## src/rtl/calc_pkg.sv

```systemverilog
// Shared types and widths for the calculator request/response channel.
// Used by the responder, its command FIFO and the port interface.
package calc_pkg;

  localparam int REQ_CMD_WIDTH  = 4;
  localparam int REQ_DATA_WIDTH = 32;
  localparam int REQ_TAG_WIDTH  = 2;
  localparam int OUT_RESP_WIDTH = 2;

  typedef enum logic [REQ_CMD_WIDTH-1:0] {
    NOP = 4'd0,
    ADD = 4'd1,
    SUB = 4'd2,
    SHL = 4'd5,
    SHR = 4'd6
  } calc_cmd_e;

  typedef enum logic [OUT_RESP_WIDTH-1:0] {
    NONE = 2'd0,
    OK   = 2'd1,
    ERR  = 2'd2
  } calc_resp_e;

  // cmd is kept as a raw vector so invalid opcodes survive queuing.
  typedef struct packed {
    logic [REQ_CMD_WIDTH-1:0]  cmd;
    logic [REQ_TAG_WIDTH-1:0]  tag;
    logic [REQ_DATA_WIDTH-1:0] op1;
    logic [REQ_DATA_WIDTH-1:0] op2;
  } calc_entry_t;

endpackage

```

## src/rtl/calc_port_responder_if.sv

```systemverilog
// Requester-port bundle of the calculator channel: request inputs toward the
// responder and the registered response/drop outputs back to the requester.
interface calc_port_responder_if;
  import calc_pkg::*;

  logic [REQ_CMD_WIDTH-1:0]  ifReq_cmd_in;
  logic [REQ_DATA_WIDTH-1:0] ifReq_data_in;
  logic [REQ_TAG_WIDTH-1:0]  ifReq_tag_in;
  logic [OUT_RESP_WIDTH-1:0] ifResp_out;
  logic [REQ_DATA_WIDTH-1:0] ifData_out;
  logic [REQ_TAG_WIDTH-1:0]  ifTag_out;
  logic                      ifDrop_out;

  modport master (
    output ifReq_cmd_in, ifReq_data_in, ifReq_tag_in,
    input  ifResp_out, ifData_out, ifTag_out, ifDrop_out
  );

  modport slave (
    input  ifReq_cmd_in, ifReq_data_in, ifReq_tag_in,
    output ifResp_out, ifData_out, ifTag_out, ifDrop_out
  );

endinterface

```

## src/rtl/calc_cmd_fifo.sv

```systemverilog
// Synchronous FIFO of accepted calculator requests. A push into a full FIFO
// is still taken when a pop happens in the same cycle.
module calc_cmd_fifo
  import calc_pkg::*;
#(
  parameter int DEPTH = 4
) (
  input  logic                       i_clk,
  input  logic                       i_rst,
  input  logic                       i_push,
  input  calc_entry_t                i_entry,
  input  logic                       i_pop,
  output calc_entry_t                o_entry,
  output logic                       o_full,
  output logic                       o_empty,
  output logic [$clog2(DEPTH):0]     o_count
);

  localparam int AW = $clog2(DEPTH);
  localparam int CW = AW + 1;

  logic [AW-1:0] r_wr_ptr;
  logic [AW-1:0] r_rd_ptr;
  logic [CW-1:0] r_count;
  calc_entry_t   r_mem [DEPTH];

  logic w_do_pop;
  logic w_do_push;

  assign o_full    = (r_count == CW'(DEPTH));
  assign o_empty   = (r_count == '0);
  assign o_count   = r_count;
  assign o_entry   = r_mem[r_rd_ptr];
  assign w_do_pop  = i_pop && !o_empty;
  assign w_do_push = i_push && (!o_full || w_do_pop);

  // NOTE: sequential state uses <= so every flop samples pre-edge values.
  always_ff @(posedge i_clk) begin
    if (i_rst) begin
      r_wr_ptr <= '0;
      r_rd_ptr <= '0;
      r_count  <= '0;
    end else begin
      if (w_do_push) r_wr_ptr <= r_wr_ptr + AW'(1);
      if (w_do_pop)  r_rd_ptr <= r_rd_ptr + AW'(1);
      case ({w_do_push, w_do_pop})
        2'b10:   r_count <= r_count + CW'(1);
        2'b01:   r_count <= r_count - CW'(1);
        default: r_count <= r_count;
      endcase
    end
  end

  // NOTE: storage is not reset; pointers and count alone define which entries are valid.
  always_ff @(posedge i_clk) begin
    if (w_do_push) r_mem[r_wr_ptr] <= i_entry;
  end

endmodule

```

## src/rtl/calc_port_responder.sv

```systemverilog
// Single-port calculator responder: collects two-cycle requests, queues them,
// and returns one registered in-order response per request.
module calc_port_responder
  import calc_pkg::*;
#(
  parameter int FIFO_DEPTH = 4
) (
  input  logic                 ifClk,
  input  logic                 ifRst,
  calc_port_responder_if.slave bus
);

  localparam int CNT_W = $clog2(FIFO_DEPTH) + 1;

  typedef enum logic {IN_IDLE, IN_OPND2} in_state_e;
  typedef enum logic [1:0] {EX_IDLE, EX_EXEC, EX_SHIFT, EX_RESP} ex_state_e;

  in_state_e                 r_in_state, w_in_next;
  logic [REQ_CMD_WIDTH-1:0]  r_req_cmd;
  logic [REQ_TAG_WIDTH-1:0]  r_req_tag;
  logic [REQ_DATA_WIDTH-1:0] r_req_op1;
  logic                      w_push;
  calc_entry_t               w_push_entry;

  ex_state_e                 r_ex_state, w_ex_next;
  logic [REQ_CMD_WIDTH-1:0]  r_cmd;
  logic [REQ_TAG_WIDTH-1:0]  r_tag;
  logic [REQ_DATA_WIDTH-1:0] r_op1, r_op2, r_acc;
  logic [4:0]                r_cnt;
  calc_resp_e                r_resp, w_resp;
  logic [REQ_DATA_WIDTH-1:0] r_data, w_data;
  logic [REQ_TAG_WIDTH-1:0]  r_tag_out;
  logic                      r_drop;
  logic                      w_pop, w_load;
  logic [REQ_DATA_WIDTH:0]   w_sum;
  logic [REQ_DATA_WIDTH-1:0] w_shifted;

  calc_entry_t               w_pop_entry;
  logic                      w_full, w_empty;
  logic [CNT_W-1:0]          w_count;
  logic                      w_count_unused;

  // NOTE: every always_comb output gets a default first so no path infers a latch.
  always_comb begin
    w_in_next = r_in_state;
    w_push    = 1'b0;
    if (r_in_state == IN_IDLE) begin
      if (bus.ifReq_cmd_in != NOP) w_in_next = IN_OPND2;
    end else begin
      w_push    = 1'b1;
      w_in_next = IN_IDLE;
    end
  end

  always_ff @(posedge ifClk) begin
    if (ifRst) begin
      r_in_state <= IN_IDLE;
      r_req_cmd  <= '0;
      r_req_tag  <= '0;
      r_req_op1  <= '0;
    end else begin
      r_in_state <= w_in_next;
      if (r_in_state == IN_IDLE && bus.ifReq_cmd_in != NOP) begin
        r_req_cmd <= bus.ifReq_cmd_in;
        r_req_tag <= bus.ifReq_tag_in;
        r_req_op1 <= bus.ifReq_data_in;
      end
    end
  end

  assign w_push_entry = '{cmd: r_req_cmd, tag: r_req_tag, op1: r_req_op1, op2: bus.ifReq_data_in};

  calc_cmd_fifo #(.DEPTH(FIFO_DEPTH)) u_fifo (
    .i_clk   (ifClk),
    .i_rst   (ifRst),
    .i_push  (w_push),
    .i_entry (w_push_entry),
    .i_pop   (w_pop),
    .o_entry (w_pop_entry),
    .o_full  (w_full),
    .o_empty (w_empty),
    .o_count (w_count)
  );

  // Occupancy is exported for observation only; the responder needs full/empty.
  assign w_count_unused = ^w_count;

  assign w_sum     = {1'b0, r_op1} + {1'b0, r_op2};
  assign w_shifted = (r_cmd == SHL) ? {r_acc[30:0], 1'b0} : {1'b0, r_acc[31:1]};

  always_comb begin
    w_ex_next = r_ex_state;
    w_pop     = 1'b0;
    w_load    = 1'b0;
    w_resp    = NONE;
    w_data    = '0;
    case (r_ex_state)
      EX_IDLE: begin
        if (!w_empty) begin
          w_pop     = 1'b1;
          w_ex_next = EX_EXEC;
        end
      end
      EX_EXEC: begin
        w_ex_next = EX_RESP;
        w_load    = 1'b1;
        w_resp    = ERR;
        case (r_cmd)
          ADD: if (!w_sum[REQ_DATA_WIDTH]) begin
            w_resp = OK;
            w_data = w_sum[REQ_DATA_WIDTH-1:0];
          end
          SUB: if (r_op2 <= r_op1) begin
            w_resp = OK;
            w_data = r_op1 - r_op2;
          end
          SHL, SHR: begin
            if (r_op2[4:0] == 5'd0) begin
              w_resp = OK;
              w_data = r_op1;
            end else begin
              w_load    = 1'b0;
              w_resp    = NONE;
              w_ex_next = EX_SHIFT;
            end
          end
          default: ;
        endcase
      end
      EX_SHIFT: begin
        if (r_cnt == 5'd1) begin
          w_load    = 1'b1;
          w_resp    = OK;
          w_data    = w_shifted;
          w_ex_next = EX_RESP;
        end
      end
      EX_RESP: w_ex_next = EX_IDLE;
      default: w_ex_next = EX_IDLE;
    endcase
  end

  always_ff @(posedge ifClk) begin
    if (ifRst) begin
      r_ex_state <= EX_IDLE;
      r_cmd      <= '0;
      r_tag      <= '0;
      r_op1      <= '0;
      r_op2      <= '0;
      r_acc      <= '0;
      r_cnt      <= '0;
      r_resp     <= NONE;
      r_data     <= '0;
      r_tag_out  <= '0;
      r_drop     <= 1'b0;
    end else begin
      r_ex_state <= w_ex_next;
      if (w_pop) begin
        r_cmd <= w_pop_entry.cmd;
        r_tag <= w_pop_entry.tag;
        r_op1 <= w_pop_entry.op1;
        r_op2 <= w_pop_entry.op2;
      end
      if (r_ex_state == EX_EXEC) begin
        r_acc <= r_op1;
        r_cnt <= r_op2[4:0];
      end else if (r_ex_state == EX_SHIFT) begin
        r_acc <= w_shifted;
        r_cnt <= r_cnt - 5'd1;
      end
      // Outputs carry a result only in the cycle after it is computed.
      r_resp    <= w_resp;
      r_data    <= w_data;
      r_tag_out <= w_load ? r_tag : '0;
      r_drop    <= w_push && w_full && !w_pop;
    end
  end

  assign bus.ifResp_out = r_resp;
  assign bus.ifData_out = r_data;
  assign bus.ifTag_out  = r_tag_out;
  assign bus.ifDrop_out = r_drop;

endmodule

```

## src/flat_wrapper.sv

```systemverilog
// flat-port wrapper written by rule: the top's interface ports become plain ports
module calc_port_responder_flat import calc_pkg::*;
#(
  parameter int FIFO_DEPTH = 4
)
  (ifClk, ifRst, bus_ifReq_cmd_in, bus_ifReq_data_in, bus_ifReq_tag_in, bus_ifResp_out, bus_ifData_out, bus_ifTag_out, bus_ifDrop_out);
  calc_port_responder_if bus_i ();
  input  logic ifClk;
  input  logic ifRst;
  input wire logic [$bits(bus_i.ifReq_cmd_in)-1:0] bus_ifReq_cmd_in;
  input wire logic [$bits(bus_i.ifReq_data_in)-1:0] bus_ifReq_data_in;
  input wire logic [$bits(bus_i.ifReq_tag_in)-1:0] bus_ifReq_tag_in;
  output wire logic [$bits(bus_i.ifResp_out)-1:0] bus_ifResp_out;
  output wire logic [$bits(bus_i.ifData_out)-1:0] bus_ifData_out;
  output wire logic [$bits(bus_i.ifTag_out)-1:0] bus_ifTag_out;
  output wire logic [$bits(bus_i.ifDrop_out)-1:0] bus_ifDrop_out;
  assign bus_i.ifReq_cmd_in = bus_ifReq_cmd_in;
  assign bus_i.ifReq_data_in = bus_ifReq_data_in;
  assign bus_i.ifReq_tag_in = bus_ifReq_tag_in;
  assign bus_ifResp_out = bus_i.ifResp_out;
  assign bus_ifData_out = bus_i.ifData_out;
  assign bus_ifTag_out = bus_i.ifTag_out;
  assign bus_ifDrop_out = bus_i.ifDrop_out;
  calc_port_responder #(.FIFO_DEPTH(FIFO_DEPTH)) u_core (.ifClk(ifClk), .ifRst(ifRst), .bus(bus_i));
endmodule
```

## config.mk

```make
export PLATFORM = sky130hd
export DESIGN_NAME = calc_port_responder_flat
export DESIGN_NICKNAME = d
export VERILOG_FILES = /design/src/rtl/calc_pkg.sv /design/src/rtl/calc_port_responder_if.sv /design/src/rtl/calc_cmd_fifo.sv /design/src/rtl/calc_port_responder.sv /design/src/flat_wrapper.sv
export SDC_FILE = /design/constraint.sdc
export NUM_CORES = 1
export LEC_CHECK = 0
export CAP_MARGIN = 15
export CORE_MARGIN = 2
export CORE_UTILIZATION = 30
export DETAILED_ROUTE_END_ITERATION = 8
export GPL_TIMING_DRIVEN = 0
export MAX_ROUTING_LAYER = met4
export PLACE_DENSITY = 0.51
export SYNTH_ARGS = -nofsm -noshare
export SYNTH_HDL_FRONTEND = slang
export SYNTH_SLANG_ARGS = --single-unit
```

## constraint.sdc

```tcl
create_clock -name ifClk -period 5.8 [get_ports ifClk]
set_input_delay 1.16 -clock ifClk [delete_from_list [all_inputs] [get_ports ifClk]]
set_output_delay 1.16 -clock ifClk [all_outputs]
set_load 0.05 [all_outputs]
```

-- Word level (Yosys, flattened, before mapping)
Memory sizes are Yosys's and may differ from the RTL's. A register that Yosys moved wholly into a read port is not among the register bits.
Cells that the tools add are included.
- register bits after elaboration: 122
- RAM bits: 280
- word-level logic and storage cells: 90
- latch bits: 0
- memories kept: 1
- memory bits (read-only): 0
- output and inout bits: 37
- memories (name ; depth ; bits a word ; read ports ; clocked after Yosys merged registers in ; wr ports ; RTL line ; text):
    u_core.u_fifo.r_mem ; 4 ; 70 ; 1 ; 1 ; 1 ; calc_cmd_fifo.sv:25 ; calc_entry_t r_mem [DEPTH];
- equality and inequality tests: 13
- multiply operators: 0
- order comparisons: 1
- reduce and logical (&&, ||, !) cells: 19
- divide/modulo/power cells: 0
- mux-type cells: 33
- bitwise logic cells: 2
- add/subtract/negate cells: 7
- shift-type cells: 0
- operator list (cell ; count):
    $mux W32 ; 7
    $pmux W32 S3 ; 1
    $pmux W32 S2 ; 1
    $add A32 B32 Y33 ; 1
    $le A32 B32 Y1 ; 1
    $sub A32 B32 Y32 ; 1
    $mux W1 ; 12
    $mux W2 ; 5
    $mux W5 ; 2
    $eq A4 B3 Y1 const B ; 2
    $pmux W2 S4 ; 1
    $eq A2 B2 Y1 const B ; 3
    $pmux W2 S3 ; 1
    $pmux W3 S2 ; 1
    $reduce_or A2 Y1 ; 3
    $eq A5 B1 Y1 const B ; 1
    $logic_and A1 B1 Y1 ; 5
    $logic_not A5 Y1 ; 1
    $sub A5 B1 Y5 const B ; 1
    $add A2 B1 Y2 const B ; 2
    $eq A2 B1 Y1 const B ; 2
    $eq A4 B1 Y1 const B ; 1
    $eq A4 B2 Y1 const B ; 1
    $pmux W2 S2 ; 1
    14 further kinds ; 18

-- Longest topological paths before layout
- word-level depth: 8
- mapped depth: 15

-- Modules after synthesis
A second synthesis with hierarchy kept.
- cell total of the unflattened synthesis: 1926
- area, all modules: 21974.8 um^2
- by module, submodules not included (module ; area each (um^2) ; times used ; cells each):
    calc_port_responder ; 11314.6 ; 1 ; 1506
    calc_cmd_fifo ; 10660.2 ; 1 ; 420

-- Worst setup path after synthesis
OpenSTA, ideal clock, no wires.
- path kind: reg-to-reg
- start: register u_core.r_op2[0], read port of u_core.u_fifo.r_mem
- end: register u_core.r_data[27] (netlist: u_core.bus.ifData_out[27])
- path slack: 2.423 ns
- data arrival time: 3.250 ns
- period minus slack after synthesis: 3.377 ns
- buffers on the path: 1
- required time: 5.673 ns
- cell stages (with the launch flop): 15
- cell sequence: dfxtp_1 > ha_1 > inv_1 > fa_1 > o21bai_1 > o211ai_1 > a211oi_2 > o311ai_2 > a2111oi_2 > o21ai_1 > and2_1 > buf_2 > a221o_2 > a222oi_1 > nor3_1
- word-level cells in the longest chain between the ends: 4
- elaborated cells between the ends (all ways): 9
- those cells by class: add/sub: 2; order compare: 1; mux: 5; reduce/logical: 1
- RTL lines (element ; RTL line ; text):
    start, declared ; calc_port_responder.sv:28 ; logic [REQ_DATA_WIDTH-1:0] r_op1, r_op2, r_acc;
    $sub A32 B32 Y32, or another cell as far along ; calc_port_responder.sv:115 ; w_data = r_op1 - r_op2;
    $mux W32, on equally long branches ; calc_port_responder.sv:113, calc_port_responder.sv:109, calc_port_responder.sv:118 ;
    $pmux W32 S3 (*) ; calc_port_responder.sv:108 ; case (r_cmd)
    $pmux W32 S2 (*) ; calc_port_responder.sv:97 ; case (r_ex_state)
    end signal, assigned ; calc_port_responder.sv:173 ; r_data <= w_data;
    end, declared ; calc_port_responder.sv:31 ; logic [REQ_DATA_WIDTH-1:0] r_data, w_data;
Mark *: on every way between the ends. The rest lies on a longest branch, timed or not.
A chain may end at the register's enable or synchronous reset.

-- Worst setup path after layout
- start: register u_core.r_op2[0], read port of u_core.u_fifo.r_mem
- end: register u_core.r_data[7] (netlist: u_core.bus.ifData_out[7])
Same word-level chain as after synthesis.

==> flow_summary.yaml <==
yosys:
  synth.most_common_cell: "nand2_1"
  synth_ff_type: "edfxtp_1"
  synth-edff-count: 280
  synth.distinct_cells: 73
  synth.largest_area_cell: "edfxtp_1"
  synth_seq_area_share_pct: 57.0
  synth_top_area_share_pct: 39.2
  ys_seq_elements: 472
  yosys_warnings: 0
  synth_async_sr_flop_share_pct: 0
  synth_area_leaders: "edfxtp_1, dfxtp_1, mux4_2"
  syn_avg_cell_area_um2: 11.5
  syn_area_um2: 21500
  syn_inst: 1865
  synth_nets: 1983
  synth_common_cells: "nand2_1, edfxtp_1, a21oi_1"
clocking:
  ctsHoldBuffers: 0
  clk_pin_slew_ps: 60
  cts.sinks: 472
  max-clock-path-buffers: 3
  cts_root_buffer: "clkbuf_16"
  tritoncts: "yes"
  post_cts_resized: 0
  h-tree-depth: 2
  cts_setup_buffers: 0
  cts_buffers: 49
  worstSkewPairLatency_ps: 610
route:
  routed_wl_um: 63600
  ant_nets: 0
  viasPerCell: 5.01
  drt-pass1-iter-count: 5
  via_count: 15000
  drtIter0Drc: 1151
  drcViolationCount: 0
  avgRoutedWirePerCell_um: 21.3
global_route:
  first_global_vias: 15200
  grt_usage_pct: 17.4
  overflow: 0
  grt_start_max_net_pins: 41
  antenna_found_initial: 4
  grt_pass1_wl_um: 95300
timing:
  timing.final.crit_share_pct: 88.4
  fin_tns_setup_ps: 0
  fin_skew_ps: 25.2
  max_freq_mhz: 195
  setup_viol_count_final: 0
  worst_pin_slew_ps: 1060
  hold_viol_final: 0
  period_needed_ps: 5130
  slew_headroom_pct: 29.2
  final_max_slew_viol_count: 0
  fin_hold_ws_ps: 451
  rsz0062_at_grt: "no"
job:
  max_cap_viol_count: 0
floorplanning:
  die_area_um2: 73700
  fp.dieH_um: 272
  num_rows: 98
  num_io_pins: 77
  initial_core_util_pct: 30.2
  die_w_um: 272
  core_area_um2: 71100
cells_and_area:
  nNetsFinal: 2114
  drive_gt1_share_pct: 9.34
  finish.instance_area_um2: 25200
  final_cells: 2987
  fin_util_pct: 35.5
  area_delta_synth_final_pct: 17.6
placed_design:
  globalplace.congestion: 0.913
  dp_cells: 2895
  place_area_um2: 23600
  hpwl_um: 47600
  port_buffers: 76
critical_path:
  critPathLaunchType: "flop"
  crit_type: "reg2reg"
  path_max_fanout: 10
  r2r_slack_ps: 670
  worst-endpoint-required_ps: 6240
  worst_setup_path_end_kind: "flop"
  crit_arrival_ps: 5570
power_and_ir_drop:
  cellPowerDensity_nw_per_um2: 536
  p_leak_nw: 8.60
  ir_worst_vdd_uv: 240
run_status:
  outcome: "completed"
min_path:
  hold_path.class: "reg2reg"
[area by class of cell]
type	count	area, um2
Clock buffer	62	1320
Sequential cell	472	12300
Antenna cell	2	5.00
Inverter	77	289
Multi-Input combinational cell	1209	8530
Timing Repair Buffer	80	871
Fill cell	7058	45900
Tap cell	950	1190
Buffer	107	429
Clock inverter	28	370
[layout by cell type (no fill, tap or decap), types with 7 or more instances in the layout]
cell type / count
nand3_1: 9
edfxtp_1: 280
a211oi_1: 7
clkinv_2: 10
bufinv_16: 8
xnor2_1: 11
a221oi_1: 15
and2_1: 9
nor2_1: 103
or3_1: 7
ha_1: 75
clkdlybuf4s50_1: 76
o21bai_1: 17
o31ai_1: 10
mux4_2: 70
a21o_1: 18
clkbuf_16: 49
buf_1: 20
o211ai_1: 9
nand2b_1: 22
clkbuf_1: 83
nand2_1: 293
nor2b_1: 13
inv_1: 76
o22ai_1: 28
nand4_1: 10
a221o_1: 7
mux2i_1: 59
nor3_1: 20
o221ai_1: 9
dfxtp_1: 192
buf_2: 10
o21ai_0: 78
a21oi_1: 193
a22oi_1: 22
[through the flow]
| step | worst slack, ps | power, mW |
|---|---|---|
| after global routing | 405 | 14.3 |
| after floorplan | 2420 | 8.29 |
| after detailed placement | 645 | 10.2 |
| after CTS | 606 | 13.6 |
| final | 670 | 13.5 |
| after global placement | 609 | 10.2 |
[power breakdown]
| part | internal, mW | switching [mW] | leakage (nW) |
|---|---|---|---|
| sequential | 3.94 | 0.472 | 4.15 |
| clock | 1.97 | 1.34 | 0.828 |
| combinational | 2.05 | 3.75 | 3.63 |
[path summary, 6_finish.rpt]
kind	startpoint	endpoint	cells past startpoint
min	u_core.r_tag[0]	u_core.r_tag[0]	2
min reg2reg	u_core.r_tag[0]	u_core.r_tag[0]	2
max	u_core.r_op2[0]	u_core.bus.ifData_out[7]	15
max reg2reg	u_core.r_op2[0]	u_core.bus.ifData_out[7]	15
[routing by layer]
layer  global-route usage (%)  share of wire (%)  up-vias
li1                         -                  -     7135
met1                     22.8                 45     7409
met2                     29.0                 48      339
met3                     2.38                4.6       91
met4                     3.61                1.8        0
met5                        -                  0        -
[state kept, by name, summed over array words and instances, names as in the netlist, 3 cells and up]
register	cells
u_core.r_cnt	5
u_core.r_req_op1	32
u_core.r_acc	32
u_core.u_fifo.r_mem	280
u_core.r_cmd	4
u_core.u_fifo.o_count	3
u_core.bus.ifData_out	32
u_core.r_op2	32
u_core.r_req_cmd	4
u_core.r_op1	32
[critical path: stages (launching register included)]
cell	delay (ps)
dfxtp_1	600
ha_1	240
inv_1	60
fa_1	470
o21bai_1	230
o211ai_1	210
a211oi_2	370
o311ai_2	260
a2111oi_2	560
o21ai_1	230
nand2_1	130
clkbuf_1	480
buf_2	430
nor2_1	100
o21ai_0	430
a21oi_1	170
[kinds of logic (layout without fill, tap and decap cells)]
logic type | Yosys count | after routing | synth area share (%)
other | 0 | 2 | 0
xor gates and xnor gates | 17 | 17 | 0.693
buffers and inverters | 184 | 354 | 3.34
AOI/OAI and AO/OA | 465 | 465 | 13.6
adders and majority gates | 78 | 78 | 4.65
DFF | 472 | 472 | 57.0
and+or+nand+nor | 518 | 518 | 10.5
muxes | 131 | 131 | 10.2
No activity file was read; power rests on OpenSTA's default activity.
